==> src/rtl/alut_apb_master.sv <==
// APB initiator for the ALUT register bank: queues read/write/poll requests
// in a small FIFO and replays them as APB setup/access transfers.
module alut_apb_master #(
  parameter int ADDR_W     = 7,
  parameter int DATA_W     = 32,
  parameter int FIFO_DEPTH = 4,
  parameter int POLL_MAX   = 255
) (
  input  logic              pclk,
  input  logic              p_reset,
  input  logic              req_valid,
  output logic              req_ready,
  input  logic              req_write,
  input  logic              req_poll,
  input  logic [ADDR_W-1:0] req_addr,
  input  logic [DATA_W-1:0] req_wdata,
  input  logic [DATA_W-1:0] req_mask,
  output logic              rsp_valid,
  output logic              rsp_write,
  output logic [DATA_W-1:0] rsp_rdata,
  output logic              rsp_timeout,
  output logic              busy,
  output logic              psel,
  output logic              penable,
  output logic              pwrite,
  output logic [ADDR_W-1:0] paddr,
  output logic [DATA_W-1:0] pwdata,
  input  logic [DATA_W-1:0] prdata
);

  localparam int PTR_W = (FIFO_DEPTH > 1) ? $clog2(FIFO_DEPTH) : 1;
  localparam int CNT_W = PTR_W + 1;

  typedef struct packed {
    logic              write;
    logic              poll;
    logic [ADDR_W-1:0] addr;
    logic [DATA_W-1:0] wdata;
    logic [DATA_W-1:0] mask;
  } req_t;

  typedef enum logic [1:0] {
    IDLE,
    SETUP,
    ACCESS
  } state_t;

  state_t            state, state_next;
  req_t              fifo_q [FIFO_DEPTH];
  logic [PTR_W-1:0]  wr_ptr, rd_ptr;
  logic [CNT_W-1:0]  count;
  logic              full, empty, push, pop;
  req_t              head;
  logic              is_poll, match, last_try, done;
  logic [7:0]        poll_cnt;
  logic              write_q;
  logic [ADDR_W-1:0] addr_q;
  logic [DATA_W-1:0] wdata_q;

  assign full      = (count == CNT_W'(FIFO_DEPTH));
  assign empty     = (count == '0);
  assign req_ready = ~full;
  assign push      = req_valid & req_ready;
  assign head      = fifo_q[rd_ptr];
  assign busy      = (state != IDLE) | ~empty;

  always_ff @(posedge pclk or posedge p_reset) begin
    if (p_reset) begin
      wr_ptr <= '0;
      rd_ptr <= '0;
      count  <= '0;
      for (int unsigned i = 0; i < FIFO_DEPTH; i++) fifo_q[i] <= '0;
    end else begin
      if (push) begin
        fifo_q[wr_ptr] <= '{write: req_write, poll: req_poll, addr: req_addr,
                            wdata: req_wdata, mask: req_mask};
        wr_ptr <= wr_ptr + 1'b1;
      end
      if (pop) rd_ptr <= rd_ptr + 1'b1;
      case ({push, pop})
        2'b10:   count <= count + 1'b1;
        2'b01:   count <= count - 1'b1;
        default: count <= count;
      endcase
    end
  end

  assign is_poll  = ~head.write & head.poll;
  assign match    = ((prdata ^ head.wdata) & head.mask) == '0;
  assign last_try = (poll_cnt == 8'(POLL_MAX - 1));
  assign done     = ~is_poll | match | last_try;

  always_ff @(posedge pclk or posedge p_reset) begin
    if (p_reset) state <= IDLE;
    else         state <= state_next;
  end

  // A push landing on the same edge lets IDLE go straight to SETUP, and keeps
  // ACCESS chaining into SETUP when the pop would otherwise empty the FIFO.
  always_comb begin
    state_next = state;
    psel       = 1'b0;
    penable    = 1'b0;
    pop        = 1'b0;
    case (state)
      IDLE: begin
        if (!empty || push) state_next = SETUP;
      end
      SETUP: begin
        psel       = 1'b1;
        state_next = ACCESS;
      end
      ACCESS: begin
        psel    = 1'b1;
        penable = 1'b1;
        if (done) begin
          pop        = 1'b1;
          state_next = (count > CNT_W'(1) || push) ? SETUP : IDLE;
        end else begin
          state_next = SETUP;
        end
      end
      default: state_next = IDLE;
    endcase
  end

  // Bus fields follow the FIFO head during a transfer and hold their last
  // driven values while idle.
  assign pwrite = (state == IDLE) ? write_q : head.write;
  assign paddr  = (state == IDLE) ? addr_q  : head.addr;
  assign pwdata = (state == IDLE) ? wdata_q : (head.write ? head.wdata : '0);

  always_ff @(posedge pclk or posedge p_reset) begin
    if (p_reset) begin
      write_q     <= 1'b0;
      addr_q      <= '0;
      wdata_q     <= '0;
      poll_cnt    <= '0;
      rsp_valid   <= 1'b0;
      rsp_write   <= 1'b0;
      rsp_rdata   <= '0;
      rsp_timeout <= 1'b0;
    end else begin
      rsp_valid   <= 1'b0;
      rsp_timeout <= 1'b0;
      if (state == ACCESS) begin
        write_q <= pwrite;
        addr_q  <= paddr;
        wdata_q <= pwdata;
        if (done) begin
          poll_cnt    <= '0;
          rsp_valid   <= 1'b1;
          rsp_write   <= head.write;
          rsp_rdata   <= head.write ? '0 : prdata;
          rsp_timeout <= is_poll & ~match;
        end else begin
          poll_cnt <= poll_cnt + 8'd1;
        end
      end
    end
  end

endmodule
==> config.mk <==
export PLATFORM = sky130hd
export DESIGN_NAME = alut_apb_master
export DESIGN_NICKNAME = d
export VERILOG_FILES = /design/src/rtl/alut_apb_master.sv
export SDC_FILE = /design/constraint.sdc
export NUM_CORES = 1
export LEC_CHECK = 0
export BUFFER_PORTS_ARGS = -buffer_cell sky130_fd_sc_hd__clkbuf_2
export CORE_MARGIN = 3
export CORE_UTILIZATION = 54
export CTS_CLUSTER_SIZE = 14
export DETAILED_ROUTE_END_ITERATION = 7
export PLACE_DENSITY = 0.85
export SLEW_MARGIN = 20
export SYNTH_ARGS = -nofsm -noshare
export SYNTH_HDL_FRONTEND = slang
export SYNTH_SLANG_ARGS = --single-unit
==> constraint.sdc <==
create_clock -name pclk -period 11.6 [get_ports pclk]
set_input_delay 1.16 -clock pclk [delete_from_list [all_inputs] [get_ports pclk]]
set_output_delay 1.16 -clock pclk [all_outputs]
set_load 0.1 [all_outputs]
# [Yosys cells after proc, flatten, opt, wreduce, memory -nomap -nowiden]
# Index checks and enable logic that the tools add are counted.
[word_totals] wordCells=97 regBits=384 input_bits=108
[op_classes] magnitude_cmp=4 addsub=5 eq_ne=7 reduce_logical=11 bitwise_logic=15 muxes=23
[ops] cell="292-bit bitwise mux" n=1
[ops] cell="73-bit 2-to-1 mux" n=3
[ops] cell="73-bit binary-select mux with 2-bit select" n=1
[ops] cell="73-bit demux with 2-bit select" n=1
[ops] cell="32-bit 2-to-1 mux" n=3
[ops] cell="32-bit AND" n=1
[ops] cell="32-bit zero test" n=1
[ops] cell="32-bit XOR" n=1
[ops] cell="1-bit 2-to-1 mux" n=9
[ops] cell="8-bit by 1-bit adder with 8-bit output, second input constant" n=1
[ops] cell="8-bit == test, second input constant" n=1
[ops] cell="8-bit 2-to-1 mux" n=1
[ops] cell="7-bit 2-to-1 mux" n=1
[ops] cell="3-bit greater-or-equal comparator, second input constant" n=2
[ops] cell="2-bit inverter with 3-bit output" n=2
[ops] cell="2-bit case mux with 3 select lines" n=1
[ops] cell="3-bit case mux with 2 select lines" n=1
[ops] cell="1-bit inverter" n=5
[ops] cell="2-bit by 1-bit adder with 2-bit output, second input constant" n=2
[ops] cell="2-bit by 1-bit == test with 1-bit output, second input constant" n=2
[ops] cell="2-bit == test, second input constant" n=2
[ops] cell="2-bit nonzero test" n=2
[ops] cell="3-bit by 1-bit adder with 3-bit output, second input constant" n=1
[ops] cell="1-bit AND" n=3
[ops] cell="14 further kinds" n=17

# [Depth between registers and ports, before layout]
[depth] depth_word=13 depth_mapped=17

# [Worst setup path before layout]
# OpenSTA, ideal clock, no wires.
[synth_timing] path_type="reg2out" start="register rd_ptr[0]" end="output port pwdata[16]" path_stages_with_launch=8 t_arrival_ps=4158 path_slack_ps=6282 n_path_buf=5 cell_sequence="dfrtp_1 > buf_2 > buf_2 > buf_1 > clkbuf_1 > clkbuf_1 > o21ai_0 > o31ai_1"
[synth_between] elab_chain_len=6
[synth_lines] item="from (decl)" line="50" source="logic [PTR_W-1:0] wr_ptr, rd_ptr;"
[synth_lines] item="from (signal assigned)" line="79" source="if (pop) rd_ptr <= rd_ptr + 1'b1;"
[synth_lines] item="2-bit inverter with 3-bit output (not written as such)" line="64" source="assign head = fifo_q[rd_ptr];"
[synth_lines] item="73-bit binary-select mux with 2-bit select" line="64"
[synth_lines] item="73-bit 2-to-1 mux (not written as such) (2 in a row)" line="64"
[synth_lines] item="32-bit 2-to-1 mux (2 in a row)" line="131" source="assign pwdata = (state == IDLE) ? wdata_q : (head.write ? head.wdata : '0);"
[synth_lines] item="to (decl)" line="27" source="output logic [DATA_W-1:0] pwdata,"
# No other way between the ends. The select of a mux whose other input is x is not followed.

# [Worst setup path in the final report]
[layout_timing] start="register rd_ptr[1]" end="register count[2]"
[layout_between] elab_chain_len=13 elab_cells_between_ends=18 classes_between="eq/ne (2); mux (6); bitwise (8); reduce/logical (2)"
[layout_lines] item="2-bit inverter with 3-bit output (not written as such) *" line="64"
[layout_lines] item="73-bit binary-select mux with 2-bit select *" line="64"
[layout_lines] item="73-bit 2-to-1 mux (not written as such) * (2 in a row)" line="64"
[layout_lines] item="32-bit XOR / 1-bit inverter (equally long branches)" line="89, 88"
[layout_lines] item="32-bit AND / 1-bit AND (equally long branches)" line="89, 88"
[layout_lines] item="32-bit zero test / 1-bit inverter (equally long branches)" line="89, 91"
[layout_lines] item="1-bit bitwise OR * (2 in a row)" line="91" source="assign done = ~is_poll | match | last_try;"
[layout_lines] item="1-bit 2-to-1 mux *" line="116" source="if (done) begin"
[layout_lines] item="1-bit 2-to-1 mux *" line="105" source="case (state)"
[layout_lines] item="2-bit by 1-bit == test with 1-bit output / 2-bit == test (equally long branches)" line="80" source="case ({push, pop})"
[layout_lines] item="3-bit case mux with 2 select lines / 2-bit nonzero test (equally long branches)"
[layout_lines] item="to (signal assigned)" line="81" source="2'b10: count <= count + 1'b1;"
[layout_lines] item="to (signal assigned)" line="82" source="2'b01: count <= count - 1'b1;"
[layout_lines] item="to (signal assigned)" line="83" source="default: count <= count;"
[layout_lines] item="to (decl)" line="51" source="logic [CNT_W-1:0] count;"
# Mark *: on every way between the ends. The rest lies on a longest branch, timed or not. The select of a mux whose other input is x is not followed.
# A chain may end at the register's enable or synchronous reset.

==> impl_metrics.prom <==
# TYPE chip_impl_metric gauge
chip_impl_metric{name="setup-violations-final",unit=""} 0
chip_impl_metric{name="cts_repair_resized_insts",unit=""} 0
chip_impl_metric{name="area_growth_from_synthesis_to_layout",unit="%"} 13.6
chip_impl_metric{name="fp.coreArea",unit="um2"} 33900
chip_impl_info{name="critical-path-top-cell-by-count",value="a2111oi_2"} 1
chip_impl_metric{name="fin_worst_hold_slack",unit="ns"} 0.501
chip_impl_metric{name="chipHeight",unit="um"} 192
chip_impl_metric{name="syn-mean-instance-area",unit="um2"} 12.7
chip_impl_info{name="rsz_0062_raised_after_global_routing",value="no"} 1
chip_impl_metric{name="pre_cts_ws",unit="ns"} 6.20
chip_impl_metric{name="cts_made_buffers",unit=""} 39
chip_impl_info{name="result_of_the_run",value="finished, final reports clean"} 1
chip_impl_info{name="cp_max_stage_cell",value="dfrtp_4"} 1
chip_impl_metric{name="wirelength",unit="mm"} 51.1
chip_impl_metric{name="ys.warnings.count",unit=""} 0
chip_impl_info{name="clock_tree.root_cell",value="clkbuf_16"} 1
chip_impl_info{name="layout.cells.most_common",value="dfrtp_1"} 1
chip_impl_metric{name="postCtsHoldBufs",unit=""} 0
chip_impl_metric{name="die-area",unit="um2"} 37000
chip_impl_metric{name="drt_initial_violations",unit=""} 1179
chip_impl_metric{name="post-cts-setup-buffer-count",unit=""} 0
chip_impl_metric{name="grt.overflow.total",unit=""} 0
chip_impl_metric{name="yosys_register_bits",unit=""} 384
chip_impl_info{name="postSynth.topFlopCell",value="dfrtp_1"} 1
chip_impl_metric{name="cts.sinks",unit=""} 384
chip_impl_info{name="kind_of_capture_point_of_the_worst_setup_path",value="flop"} 1
chip_impl_metric{name="critPathMaxStageDelay",unit="ns"} 0.80
chip_impl_metric{name="clk_pin_slew",unit="ns"} 0.06
chip_impl_metric{name="multi_input_area",unit="um2"} 8570
chip_impl_metric{name="via_count",unit=""} 13100
chip_impl_info{name="criticalPathCategory",value="flop to flop"} 1
chip_impl_metric{name="routedWlPerCell",unit="um"} 24.2
chip_impl_metric{name="syn-instance-count",unit=""} 1481
chip_impl_metric{name="syn-cell-area",unit="um2"} 18800
chip_impl_metric{name="critPathBufInv",unit=""} 2
chip_impl_metric{name="cp_num_cells",unit=""} 13
chip_impl_metric{name="core.rowCount",unit=""} 67
chip_impl_metric{name="grt_max_degree",unit=""} 196
chip_impl_metric{name="timing.critical_path.arrival",unit="ns"} 5.91
chip_impl_metric{name="min_path_cells",unit=""} 1
chip_impl_metric{name="antenna_violating_nets_post_route",unit=""} 0
chip_impl_metric{name="number_of_synthesized_flops_with_an_enable_pin",unit=""} 0
chip_impl_metric{name="grtUsageTotal",unit="%"} 27.4
chip_impl_info{name="crit_path_cell_trace",value="buf_12 > mux2_2 > nor4b_1 > a2111oi_2 > o2111ai_1 > a2111oi_2 > nand2_2 > a21oi_4 > buf_4 > ha_1 > mux2i_1 > nor2_1 > xor2_1"} 1
chip_impl_metric{name="final.period_utilization",unit="%"} 47.4
chip_impl_metric{name="routed_via_density",unit=""} 6.21
chip_impl_metric{name="grt_pass1_wl",unit="mm"} 78.1
chip_impl_metric{name="top_achievable_clock_speed",unit="MHz"} 182
chip_impl_metric{name="finalSetupTns",unit="ns"} 0
chip_impl_metric{name="layout.core_utilization",unit="%"} 63.0
chip_impl_metric{name="final_report_hold_violation_count",unit=""} 0
chip_impl_metric{name="synth.yosys.seq_area_share",unit="%"} 51.2
chip_impl_metric{name="grt_pass1_vias",unit=""} 13400
chip_impl_metric{name="remaining_routing_drc_violations",unit=""} 0
chip_impl_metric{name="final-max-slew-violation-count",unit=""} 0
chip_impl_metric{name="cts_htree_levels",unit=""} 2
chip_impl_metric{name="drt_pass1_iterations",unit=""} 6
chip_impl_metric{name="num-fill-cells",unit=""} 2505
chip_impl_metric{name="design.final.nets",unit=""} 1754
chip_impl_metric{name="routabilityCongestion",unit=""} 0.874
chip_impl_metric{name="final_layout_size_suffix_gt1_share",unit="%"} 39.8
chip_impl_metric{name="ys_async_sr_fraction",unit="%"} 100
chip_impl_metric{name="finalWorstPathRequiredPeriod",unit="ns"} 5.50
chip_impl_metric{name="cts_max_path_buffers",unit=""} 3
chip_impl_metric{name="numPortBuffers",unit=""} 186
chip_impl_metric{name="critPathMaxFanout",unit=""} 129
chip_impl_metric{name="cap_violations",unit=""} 0
chip_impl_info{name="clock_tree_from_tritoncts",value="built"} 1
chip_impl_metric{name="maxSlewHeadroom",unit="%"} 21.6
chip_impl_info{name="worst_hold_path_type",value="flop to flop"} 1
chip_impl_metric{name="grt_antenna_before_repair",unit=""} 11
chip_impl_metric{name="top_ports",unit=""} 187
chip_impl_info{name="most_frequent_cells_in_the_layout",value="382 x dfrtp_1, 356 x mux2_2, 186 x clkbuf_2"} 1
chip_impl_metric{name="worstRegToRegCells",unit=""} 13
chip_impl_metric{name="postSynthNetCount",unit=""} 1604
chip_impl_metric{name="post_synth_num_cell_types",unit=""} 71
chip_impl_metric{name="overall_die_width",unit="um"} 192
chip_impl_metric{name="worstPathRequired",unit="ns"} 12.01
chip_impl_info{name="timing.critical_path.max_delay_family",value="compound AO/OA/AOI/OAI gates"} 1
chip_impl_metric{name="floorplan.initialDensity",unit="%"} 55.4
chip_impl_metric{name="place.detailed.hpwl",unit="mm"} 35.0
chip_impl_info{name="worst_setup_path_start_kind",value="flop"} 1
chip_impl_metric{name="clock_insertion_delay_worst_skew",unit="ns"} 0.53
chip_impl_metric{name="worst_slew_pin_slew",unit="ns"} 1.18
chip_impl_metric{name="register_cell_area_after_layout",unit="um2"} 9620
chip_impl_metric{name="worst_slack",unit="ns"} 6.10
chip_impl_metric{name="finalClockSkew",unit="ns"} 0.0194
[flip-flops by register name (all words and copies together), names as in the netlist]
signal	flops
wdata_q	32
addr_q	7
rsp_rdata	32
rsp_timeout	1
rd_ptr	2
fifo_q	292
rsp_write	1
count	3
rsp_valid	1
state	2
wr_ptr	2
poll_cnt	8
write_q	1
[cell families after synthesis]
logic type / count (synthesis) / synth area share [%]
compound gates: 131 / 5.09
buf+inv: 145 / 3.41
xor+xnor: 61 / 2.85
flops: 384 / 51.2
mux: 465 / 28.5
fa+ha+maj: 15 / 1.00
simple gates: 280 / 8.00
[final timing paths]
check	from	end	slack, ns
worst max-delay path	rd_ptr[1]$_DFFE_PP0P_	count[2]$_DFFE_PP0P_	6.10
worst min-delay path	fifo_q[163]$_DFFE_PP0P_	fifo_q[163]$_DFFE_PP0P_	0.50
worst max register to register	rd_ptr[1]$_DFFE_PP0P_	count[2]$_DFFE_PP0P_	6.10
worst min register to register	fifo_q[163]$_DFFE_PP0P_	fifo_q[163]$_DFFE_PP0P_	0.50
max in group asynchronous	p_reset	wdata_q[7]$_DFFE_PP0P_	9.45
min in group asynchronous	p_reset	wdata_q[14]$_DFFE_PP0P_	0.73
[final cells by class]
class | count | share of cell area, %
clock inverters | 10 | 0.481
repair buffers | 202 | 5.16
inverters | 52 | 0.933
well taps | 448 | 2.63
multi-input cells | 952 | 40.2
diodes | 4 | 0.0469
clock buffers | 57 | 5.47
flip-flops and latches | 384 | 45.1
[routing by layer]
| layer | global-route usage, % | wire length (um) | up-vias |
|---|---|---|---|
| met4 | 11.3 | 2200 | 16 |
| met2 | 44.8 | 24500 | 558 |
| met5 | 0 | 120 | - |
| met3 | 6.79 | 4270 | 145 |
| li1 | - | - | 5664 |
| met1 | 35.1 | 20100 | 6721 |
[Yosys cell counts, types with 4 or more instances]
cell       number  area (um2)
mux2_2        356        4010
and4b_1         9        90.1
clkbuf_1       60         225
nor3_1          5        25.0
ha_1           15         188
nand2_1       104         390
a21oi_1        17        85.1
o31ai_1        16         120
nand3b_1        9        67.6
nor2_1         40         150
a32oi_1        10        87.6
mux2i_1        88         881
dfrtp_1       384        9610
nand3_1        20         100
mux4_2         19         428
nand4_1        10        62.6
inv_1          51         191
a2111oi_0       4        35.0
buf_4           5        37.5
buf_6           6        67.6
buf_2          17        85.1
and3_1          5        31.3
xor2_1         44         385
a21o_1          5        37.5
buf_1           4        15.0
and2_1          8        50.1
nor2b_1         7        43.8
xnor2_1        17         149
a31oi_1         5        31.3
nor4_1         23         144
nor4b_1        22         193
o21ai_0        29         145
a211oi_1        5        37.5
a221oi_1        4        35.0
a311oi_1        4        35.0
[worst reg2reg max path, delay by kind of cell (launching register included)]
family / cells / cell delay [ns]
XOR/XNOR: 1 / 0.14
AO/OA/AOI/OAI: 4 / 1.73
multiplexers: 2 / 0.82
AND/OR/NAND/NOR: 3 / 0.44
adder cells (fa/ha/maj): 1 / 0.35
flip-flops: 1 / 0.80
buffers and inverters: 2 / 1.11
[per-stage QoR]
stage,std cells,instance area (um2)
after CTS,2104,21300
after global routing,2107,21300
after global placement,2037,20000
after detailed placement,2037,20000
after floorplan,1481,18800
final,2109,21300
Power is not shown: default switching activity piles up to over one toggle a cycle in this logic, so the estimate is an artifact.
